[src/rtl/rnd_pkg.sv]
// Shared types and constants for the random-bit harvester.
package rnd_pkg;

    // Harvest sequence: two excite/settle pairs, then a lane-by-lane scan.
    typedef enum logic [2:0] {
        IDLE,
        EXCITE_A,
        SETTLE_A,
        EXCITE_B,
        SETTLE_B,
        SCAN
    } state_t;

    localparam int BYTE_W      = 8;
    localparam int SYNC_STAGES = 2;

endpackage

[src/rtl/rnd_sync.sv]
// Multi-flop synchronizer for the asynchronous latch-array outputs.
module rnd_sync
    import rnd_pkg::*;
#(
    parameter int WIDTH = 16
) (
    input  logic             clk,
    input  logic [WIDTH-1:0] d,
    output logic [WIDTH-1:0] q
);

    logic [WIDTH-1:0] stages [SYNC_STAGES];

    // Shift raw lanes through the synchronizer chain.
    // NOTE: these flops have no reset on purpose: they are a pure delay line,
    // and the FSM never captures them until well after reset has flushed them.
    always_ff @(posedge clk) begin
        stages[0] <= d;
        for (int i = 1; i < SYNC_STAGES; i++) begin
            stages[i] <= stages[i-1];
        end
    end

    assign q = stages[SYNC_STAGES-1];

endmodule

[src/rtl/rnd_harvester.sv]
// Drives the latch array freeze line, de-biases lane pairs with a von Neumann
// corrector, packs surviving bits LSB-first into bytes and flags a stuck array.
module rnd_harvester
    import rnd_pkg::*;
#(
    parameter int WIDTH        = 16,
    parameter int EXCITE_CYC   = 4,
    parameter int SETTLE_CYC   = 4,
    parameter int HEALTH_LIMIT = 64
) (
    input  logic              clk,
    input  logic              rst,
    input  logic              en,
    output logic              gen_g,
    input  logic [WIDTH-1:0]  raw_in,
    output logic [BYTE_W-1:0] byte_data,
    output logic              byte_valid,
    input  logic              byte_ready,
    output logic              health_fail
);

    localparam int IDX_W   = (WIDTH > 1) ? $clog2(WIDTH) : 1;
    localparam int CYC_MAX = (EXCITE_CYC > SETTLE_CYC) ? EXCITE_CYC : SETTLE_CYC;
    localparam int CYC_W   = $clog2(CYC_MAX + 1);
    localparam int STALE_W = $clog2(HEALTH_LIMIT + 1);
    localparam int BIT_W   = $clog2(BYTE_W);

    state_t             state, state_nxt;
    logic [CYC_W-1:0]   cyc_cnt;
    logic [IDX_W-1:0]   idx;
    logic [WIDTH-1:0]   sync_raw, samp_a, samp_b;
    logic [BYTE_W-1:0]  acc;
    logic [BIT_W-1:0]   bit_cnt;
    logic [STALE_W-1:0] stale_cnt, stale_inc;

    logic gen_g_nxt, capture_a, capture_b;
    logic excite_done, settle_done, last_lane;
    logic harvest, completes, slot_free, stall, lane_step, stale_pair;

    rnd_sync #(.WIDTH(WIDTH)) u_sync (
        .clk (clk),
        .d   (raw_in),
        .q   (sync_raw)
    );

    assign excite_done = (cyc_cnt == CYC_W'(EXCITE_CYC - 1));
    assign settle_done = (cyc_cnt == CYC_W'(SETTLE_CYC - 1));
    assign last_lane   = (idx == IDX_W'(WIDTH - 1));

    // A lane contributes a bit only when its two samples differ. Once the
    // array is judged stuck, nothing more is harvested so no byte can form.
    assign harvest    = (state == SCAN) && (samp_a[idx] ^ samp_b[idx]) && !health_fail;
    assign completes  = harvest && (bit_cnt == BIT_W'(BYTE_W - 1));
    assign slot_free  = !byte_valid || byte_ready;
    assign stall      = completes && !slot_free;
    assign lane_step  = (state == SCAN) && !stall;

    assign stale_pair = (samp_a == sync_raw);
    assign stale_inc  = (stale_cnt == STALE_W'(HEALTH_LIMIT)) ? stale_cnt
                                                              : stale_cnt + 1'b1;

    // State register.
    // NOTE: clocked blocks use non-blocking assignments only, so every flop
    // samples pre-edge values regardless of block ordering.
    always_ff @(posedge clk) begin
        if (rst) state <= IDLE;
        else     state <= state_nxt;
    end

    // Next-state logic; a started pass always runs through its scan.
    // NOTE: state_nxt is defaulted first so no path leaves it unassigned,
    // which would otherwise infer a latch.
    always_comb begin
        state_nxt = state;
        case (state)
            IDLE:     if (en)          state_nxt = EXCITE_A;
            EXCITE_A: if (excite_done) state_nxt = SETTLE_A;
            SETTLE_A: if (settle_done) state_nxt = EXCITE_B;
            EXCITE_B: if (excite_done) state_nxt = SETTLE_B;
            SETTLE_B: if (settle_done) state_nxt = SCAN;
            SCAN:     if (lane_step && last_lane) state_nxt = en ? EXCITE_A : IDLE;
            default:                   state_nxt = IDLE;
        endcase
    end

    // Output decode: freeze line level and sample-capture strobes.
    always_comb begin
        gen_g_nxt = !((state == EXCITE_A) || (state == EXCITE_B));
        capture_a = (state == SETTLE_A) && settle_done;
        capture_b = (state == SETTLE_B) && settle_done;
    end

    // Phase timer and scan lane index.
    always_ff @(posedge clk) begin
        if (rst) begin
            cyc_cnt <= '0;
            idx     <= '0;
        end else begin
            if (state_nxt != state || state == IDLE || state == SCAN) cyc_cnt <= '0;
            else                                                       cyc_cnt <= cyc_cnt + 1'b1;
            if (state != SCAN || (lane_step && last_lane)) idx <= '0;
            else if (lane_step)                             idx <= idx + 1'b1;
        end
    end

    // Registered freeze line, sample capture and stuck-array detection.
    always_ff @(posedge clk) begin
        if (rst) begin
            gen_g       <= 1'b1;
            samp_a      <= '0;
            samp_b      <= '0;
            stale_cnt   <= '0;
            health_fail <= 1'b0;
        end else begin
            gen_g <= gen_g_nxt;
            if (capture_a) samp_a <= sync_raw;
            if (capture_b) begin
                samp_b <= sync_raw;
                if (stale_pair) begin
                    stale_cnt <= stale_inc;
                    if (stale_inc == STALE_W'(HEALTH_LIMIT)) health_fail <= 1'b1;
                end else begin
                    stale_cnt <= '0;
                end
            end
        end
    end

    // Bit accumulator and the single-entry output byte slot.
    always_ff @(posedge clk) begin
        if (rst) begin
            acc        <= '0;
            bit_cnt    <= '0;
            byte_data  <= '0;
            byte_valid <= 1'b0;
        end else begin
            if (byte_valid && byte_ready) byte_valid <= 1'b0;
            if (harvest && !stall) begin
                acc[bit_cnt] <= samp_a[idx];
                bit_cnt      <= bit_cnt + 1'b1;
            end
            if (completes && slot_free) begin
                byte_data  <= {samp_a[idx], acc[BYTE_W-2:0]};
                byte_valid <= 1'b1;
            end
        end
    end

endmodule

[config.mk]
export PLATFORM = sky130hd
export DESIGN_NAME = rnd_harvester
export DESIGN_NICKNAME = d
export VERILOG_FILES = /design/src/rtl/rnd_pkg.sv /design/src/rtl/rnd_sync.sv /design/src/rtl/rnd_harvester.sv
export SDC_FILE = /design/constraint.sdc
export NUM_CORES = 1
export LEC_CHECK = 0
export ABC_AREA = 1
export CORE_ASPECT_RATIO = 1.2
export CORE_MARGIN = 5
export CORE_UTILIZATION = 45
export DETAILED_ROUTE_END_ITERATION = 6
export GPL_TIMING_DRIVEN = 1
export PLACE_DENSITY = 0.71
export SETUP_SLACK_MARGIN = 0.05
export SYNTH_ARGS = -nofsm -noshare
export SYNTH_HDL_FRONTEND = slang
export SYNTH_SLANG_ARGS = --single-unit
[constraint.sdc]
create_clock -name clk -period 3.33 [get_ports clk]
set_input_delay 0.999 -clock clk [delete_from_list [all_inputs] [get_ports clk]]
set_output_delay 0.999 -clock clk [all_outputs]
set_load 0.005 [all_outputs]
## After elaboration in Yosys (flattened, before gate mapping)

Memories as Yosys holds them, arrays and structs flattened.
Index checks and enable logic that the tools add are counted.

| word-level totals | value |
|---|---|
| output and inout bits | 11 |
| word-level logic and storage cells | 80 |
| input port bits | 20 |
| memories | 1 |
| bits in writable memories | 32 |
| register bits after elaboration | 71 |

Memories:

| name | words | bits a word | rd ports | clocked after memory_dff | write ports | line | RTL |
|---|---|---|---|---|---|---|---|
| u_sync.stages | 2 | 16 | 2 | 0 | 2 | rnd_sync.sv:12 | `logic [WIDTH-1:0] stages [SYNC_STAGES];` |

| operators by class | value |
|---|---|
| reductions and logical operators | 27 |
| bitwise logic cells | 1 |
| mux-type cells | 19 |
| equal/unequal tests | 13 |
| add/sub/neg operators | 4 |
| magnitude comparators | 3 |

Operators with widths:

| cell | number |
|---|---|
| 2-to-1 mux 3 bit | 6 |
| case mux 3 bit (6 select lines) | 1 |
| == test 16 bit | 1 |
| == test 7 bit (second input constant) | 2 |
| 2-to-1 mux 7 bit | 2 |
| logical AND 1 bit | 12 |
| == test 3 x 2 -> 1 bit (second input constant) | 3 |
| == test 3 bit (second input constant) | 3 |
| binary-select mux 1 bit (select 4 bit) | 2 |
| bitwise mux 8 bit | 1 |
| adder 7 x 1 -> 7 bit (second input constant) | 1 |
| adder 3 x 1 -> 3 bit (second input constant) | 2 |
| 2-to-1 mux 1 bit | 6 |
| zero test 1 bit | 5 |
| logical OR 1 bit | 5 |
| less-than comparator 4 x 5 -> 1 bit (second input constant) | 1 |
| adder 4 x 1 -> 4 bit (second input constant) | 1 |
| == test 4 bit (second input constant) | 1 |
| less-than comparator 3 x 4 -> 1 bit (second input constant) | 1 |
| OR reduction 2 bit | 2 |
| demux 1 bit (select 3 bit) | 1 |
| == test 3 x 1 -> 1 bit (second input constant) | 1 |
| greater-or-equal comparator 3 x 1 -> 1 bit (second input constant) | 1 |
| zero test 3 bit | 1 |
| other kinds (5) | 5 |

## Longest topological paths before layout

| logic depth | value |
|---|---|
| depth after elaboration | 16 |
| gate-level depth with buffers | 20 |
| mapped depth without buffers | 18 |

## By module

From an unflattened synthesis, not the netlist that was laid out.

| unflattened totals | value |
|---|---|
| cell total of the unflattened synthesis | 539 |
| area, all modules | 4287.9 µm² |

By module, submodules not included:

| module | cells each | instances | sequential area each (µm²) | area an instance (µm²) |
|---|---|---|---|---|
| rnd_harvester | 491 | 1 | 1401.3 | 3527.1 |
| rnd_sync | 48 | 1 | 640.6 | 760.7 |

## Worst setup path before layout

Ideal clock, no wire load.

| timing path | value |
|---|---|
| kind | input port to flip-flop |
| start point | in rst |
| end point | reg samp_a[14] |
| library setup time | 128 ps |
| data arrival time | 1763 ps |
| data required time | 3202 ps |
| path buffers | 3 |
| stages | 6 |
| setup slack | 1439 ps |
| path through | clkbuf_1 > inv_1 > buf_2 > buf_2 > o21ai_0 > a21oi_1 |

RTL lines:

| element | line | RTL |
|---|---|---|
| from (decl) | rnd_harvester.sv:12 | `input logic rst,` |
| to (signal assigned) | rnd_harvester.sv:116 | `if (capture_a) samp_a <= sync_raw;` |
| to (decl) | rnd_harvester.sv:31 | `logic [WIDTH-1:0] sync_raw, samp_a, samp_b;` |

## Worst setup path after layout

| timing path | value |
|---|---|
| start point | reg idx[0] |
| end point | reg byte_data[5] |

| on the way | value |
|---|---|
| cells in the longest elaborated chain, start to end | 7 |
| elaborated cells on any way between the ends | 9 |
| classes of those cells | mux: 4; bitwise: 1; reduce/logical: 4 |

Ends and longest elaborated chain:

| element | line | RTL |
|---|---|---|
| from (decl) | rnd_harvester.sv:30 | `logic [IDX_W-1:0] idx;` |
| from (signal assigned) | rnd_harvester.sv:102 | `else if (lane_step) idx <= idx + 1'b1;` |
| binary-select mux 1 bit (select 4 bit) | rnd_harvester.sv:52 | `assign harvest = (state == SCAN) && (samp_a[idx] ^ samp_b[idx]) && !health_fail;` |
| 2-to-1 mux 1 bit (implied by the code) | rnd_harvester.sv:52 |  |
| XOR 1 bit * | rnd_harvester.sv:52 |  |
| logical AND 1 bit * (2 in series) | rnd_harvester.sv:52 |  |
| logical AND 1 bit * | rnd_harvester.sv:53 | `assign completes = harvest && (bit_cnt == BIT_W'(BYTE_W - 1));` |
| logical AND 1 bit * | rnd_harvester.sv:142 | `if (completes && slot_free) begin` |
| to (signal assigned) | rnd_harvester.sv:143 | `byte_data <= {samp_a[idx], acc[BYTE_W-2:0]};` |
| to (decl) | rnd_harvester.sv:16 | `output logic [BYTE_W-1:0] byte_data,` |

Mark *: on every way between the ends. The rest lies on a longest branch, timed or not. The select of a mux whose other input is x is not followed.
A chain may end at the register's enable or synchronous reset.

==> results.md <==
* Seq/Total Area, Yosys at 0.484
* Vias in the first global route at between 3,000 and 4,000
* Normalized max-slew margin at 0.624
* Routed wire length at 8.02 mm
* Mapped Area at 0.00422 mm2
* Worst-margin pin slew at 0.562 ns
* Hold Path Depth at 0
* Detailed placement HPWL at 5.86 mm
* Nature of the critical path endpoint: flip-flop
* First-pass GRT wire length at about 14 mm
* Worst Hold Launch: u_sync.stages[0][15]$_DFF_P_
* Slowest-stage cell, CP: dfxtp_1
* Max clock buf depth at 2
* Critical Path RT at 3.64 ns
* Layout Nets at slightly above 600
* Cts bufs inserted at 9
* Share of layout cells above drive strength 1 at 0.0962
* Die area at between 0.01 and 0.015 mm2
* Worst Path Buf+Inv at 3
* GPL Wtd Cong at between 0.8 and 0.9
* Place WS at 0.910 ns
* Core area at 0.00908 mm2
* Drt first pass iters at 4
* Synth warnings at 0
* FF-to-FF Start: idx[0]$_SDFFE_PP0P_
* Crit-path most repeated cell: nand2_1
* Multi-input combinational cell area at 0.00174 mm2
* Hold_buf cts at 0
* Routed via count at about 3,400
* Power Density at roughly 430 mW/mm2
* Slew Viols, Final at 0
* Cell taking the most area after synthesis: dfxtp_1
* Mux cell area share after synthesis at 0
* Final instance area at between 0.004 and 0.005 mm2
* Storage cell area at 0.00204 mm2
* CP Class: reg2reg
* Tcrit/Tclk final at 0.709
* Total grt overflow at 0
* CTS tree: built
* Root Buffer: clkbuf_8
* Worst Skew at 0.0116 ns
* Adder-cell share of the synthesized area at 0.0208
* Initial antenna violation count at 0
* Clock latency on the worst-skew pair at between 0.3 and 0.4 ns
* Status: completed
* RSZ-0062 raised after global routing: false
* Vias per inst at between 4 and 5
* P_leak at 1.95 nW
* Largest family of logic cells by synthesized area: simple AND/OR/NAND/NOR gates
* CTS sink count at 102
* Post-Synth Simple-Gate Area at 0.232
* Xor/xnor share of the synthesized area at 0.0187
* Pin count of the biggest net entering global routing at 23
* Reg2Reg Setup Slack at ~0.97 ns
* Crit-path cells: buf_4 -> nand2_1 -> nand3_1 -> nand2_1 -> nand2_1 -> nand2_1 -> inv_1 -> nand2_4 -> nand2_2 -> nand2_2 -> nor2_4 -> nand3_2 -> inv_2 -> o21ai_0 -> a21oi_1
* H-tree lvl count at 3
* Area delta synth->final at 13.8%
* Wirelength per Cell at between 10 and 15 um
* Clock transition at the registers of the reported paths at about 0.10 ns
* Critical Path Source Type: flip-flop
* Row Count at 38
* Hold EP: u_sync.stages[0][31]$_DFF_P_
* # diodes at 0
* Compound-Gate Fraction of Synth Area at 0.140
* Worst Hold Class: reg2reg
* Placement Cell Area at approximately 0.0046 mm2
* Worst IR Drop VDD at 0.214 mV
* Worst stage delay on the critical path at between 0.5 and 0.6 ns
* Max Fclk at ~420 MHz
* # fillers at around 850
* Synth unique cells at 35
* Post-CTS sizing at 0
* FF-to-FF End: byte_data[5]$_SDFFE_PP0P_
* Setup tns final at 0 ns
* Initial DRC Count at ~150
* Min setup slack post-route at just under 1 ns
* Dominant cells by area after synthesis: dfxtp_1 48%, nand2_1 8.7%, inv_1 7.2%
* I/O Buffers at 30
* Synth Net Count at ~570
* Total track usage at 0.149
* Top cell type's share of synthesized area at 0.484
* Post-CTS Setup Repair Bufs at 0
* Final Critical Period at about 2.4 ns
* Commonest non-fill, non-tap cells in the layout: 102 x dfxtp_1, 98 x nand2_1, 81 x inv_1, 53 x a21oi_1, 51 x nor2_1
* Final hold violations at 0
* Reg2Reg Depth at 15
* Initial Util at 0.464
* Most common cell after layout, fill and taps aside: dfxtp_1
* Average cell area after synthesis at around 7.7 um2
* I/O Pins at 31
* Syn Inst Count at between 500 and 600
* DRC violations left at 0
* CP Max Fanout at 13
* Final setup violation count at 0
* Chip Width at 98.4 um
* WP data arrival at ~2.7 ns
* Flops & latches, synth at 102
* Routed Antenna Nets at 0
* Max-Cap Viols at 0
* Top Family by Delay on Critical Path: simple AND/OR/NAND/NOR gates
* Die Y at 116 um
* Final Power at approximately 2 mW
cells by family after synthesis:
logic type | Yosys count
fa+ha+maj | 7
buf+inv | 104
compound gates | 110
xor+xnor | 9
simple gates | 214
flops | 102
area by class of cell:
type | instances | area share
Inverter | 87 | 0.0696
Multi-Input combinational cell | 340 | 0.362
Clock inverter | 7 | 0.0117
Timing Repair Buffer | 37 | 0.0736
Clock buffer | 9 | 0.0258
Sequential cell | 102 | 0.426
Tap cell | 120 | 0.0313
how the worst max path moves through the flow:
stage,start,endpoint,depth (start not counted)
2_1_floorplan,rst,samp_a[14]$_SDFFE_PP0P_,6
3_3_place_gp,byte_ready,acc[0]$_SDFFE_PP0P_,9
3_5_place_dp,rst,samp_a[14]$_SDFFE_PP0P_,5
4_1_cts,idx[0]$_SDFFE_PP0P_,byte_data[5]$_SDFFE_PP0P_,15
5_1_grt,idx[1]$_SDFFE_PP0P_,byte_data[4]$_SDFFE_PP0P_,14
6_report,idx[0]$_SDFFE_PP0P_,byte_data[5]$_SDFFE_PP0P_,15
layer usage:
layer  GRT usage  vias to the layer above  share of wire  routed length (um)
li1            -                     1790              -                   -
met1       0.167                     1532           0.44                3500
met2       0.274                       65           0.50                4040
met3      0.0331                       12          0.044                 349
met4      0.0628                        0          0.017                 134
met5           0                        -              0                   0
Yosys cell counts, drive strengths merged:
master  count
nand2     105
dfxtp     102
inv        86
a21oi      58
nor2       56
o21ai      50
nand3      35
clkbuf     10
xor2        8
buf         7
ha          7
nor3        7
nor4        5
nand4       4
a211oi      1
a31oi       1
clkinv      1
nor3b       1
or2         1
xnor2       1
through the flow:
stage,hold WS [ns],instances,utilization
2_1_floorplan,0.310,546,-
3_3_place_gp,0.310,686,0.508
3_5_place_dp,0.312,686,0.508
4_1_cts,0.336,702,0.528
5_1_grt,0.342,702,0.528
6_report,0.333,702,0.528
power by group:
part / internal [mW] / total, mW / switching [mW]
Combinational: 0.0349 / 0.0697 / 0.0348
Sequential: 1.24 / 1.25 / 0.0102
Clock: 0.281 / 0.719 / 0.439
registers in the layout, indices dropped and copies added (netlist names), 3 cells and up:
signal / flops
u_sync.stages: 32
samp_a: 16
samp_b: 16
byte_data: 8
acc: 7
stale_cnt: 7
idx: 4
bit_cnt: 3
cyc_cnt: 3
state: 3
worst reg2reg max path, cell delays in order (launching register included):
cell     delay, ns
dfxtp_1       0.59
buf_4         0.29
nand2_1       0.07
nand3_1       0.11
nand2_1       0.06
nand2_1       0.05
nand2_1       0.05
inv_1         0.08
nand2_4       0.10
nand2_2       0.09
nand2_2       0.06
nor2_4        0.14
nand3_2       0.14
inv_2         0.22
o21ai_0       0.12
a21oi_1       0.14
(Power assumes the default switching activity.)
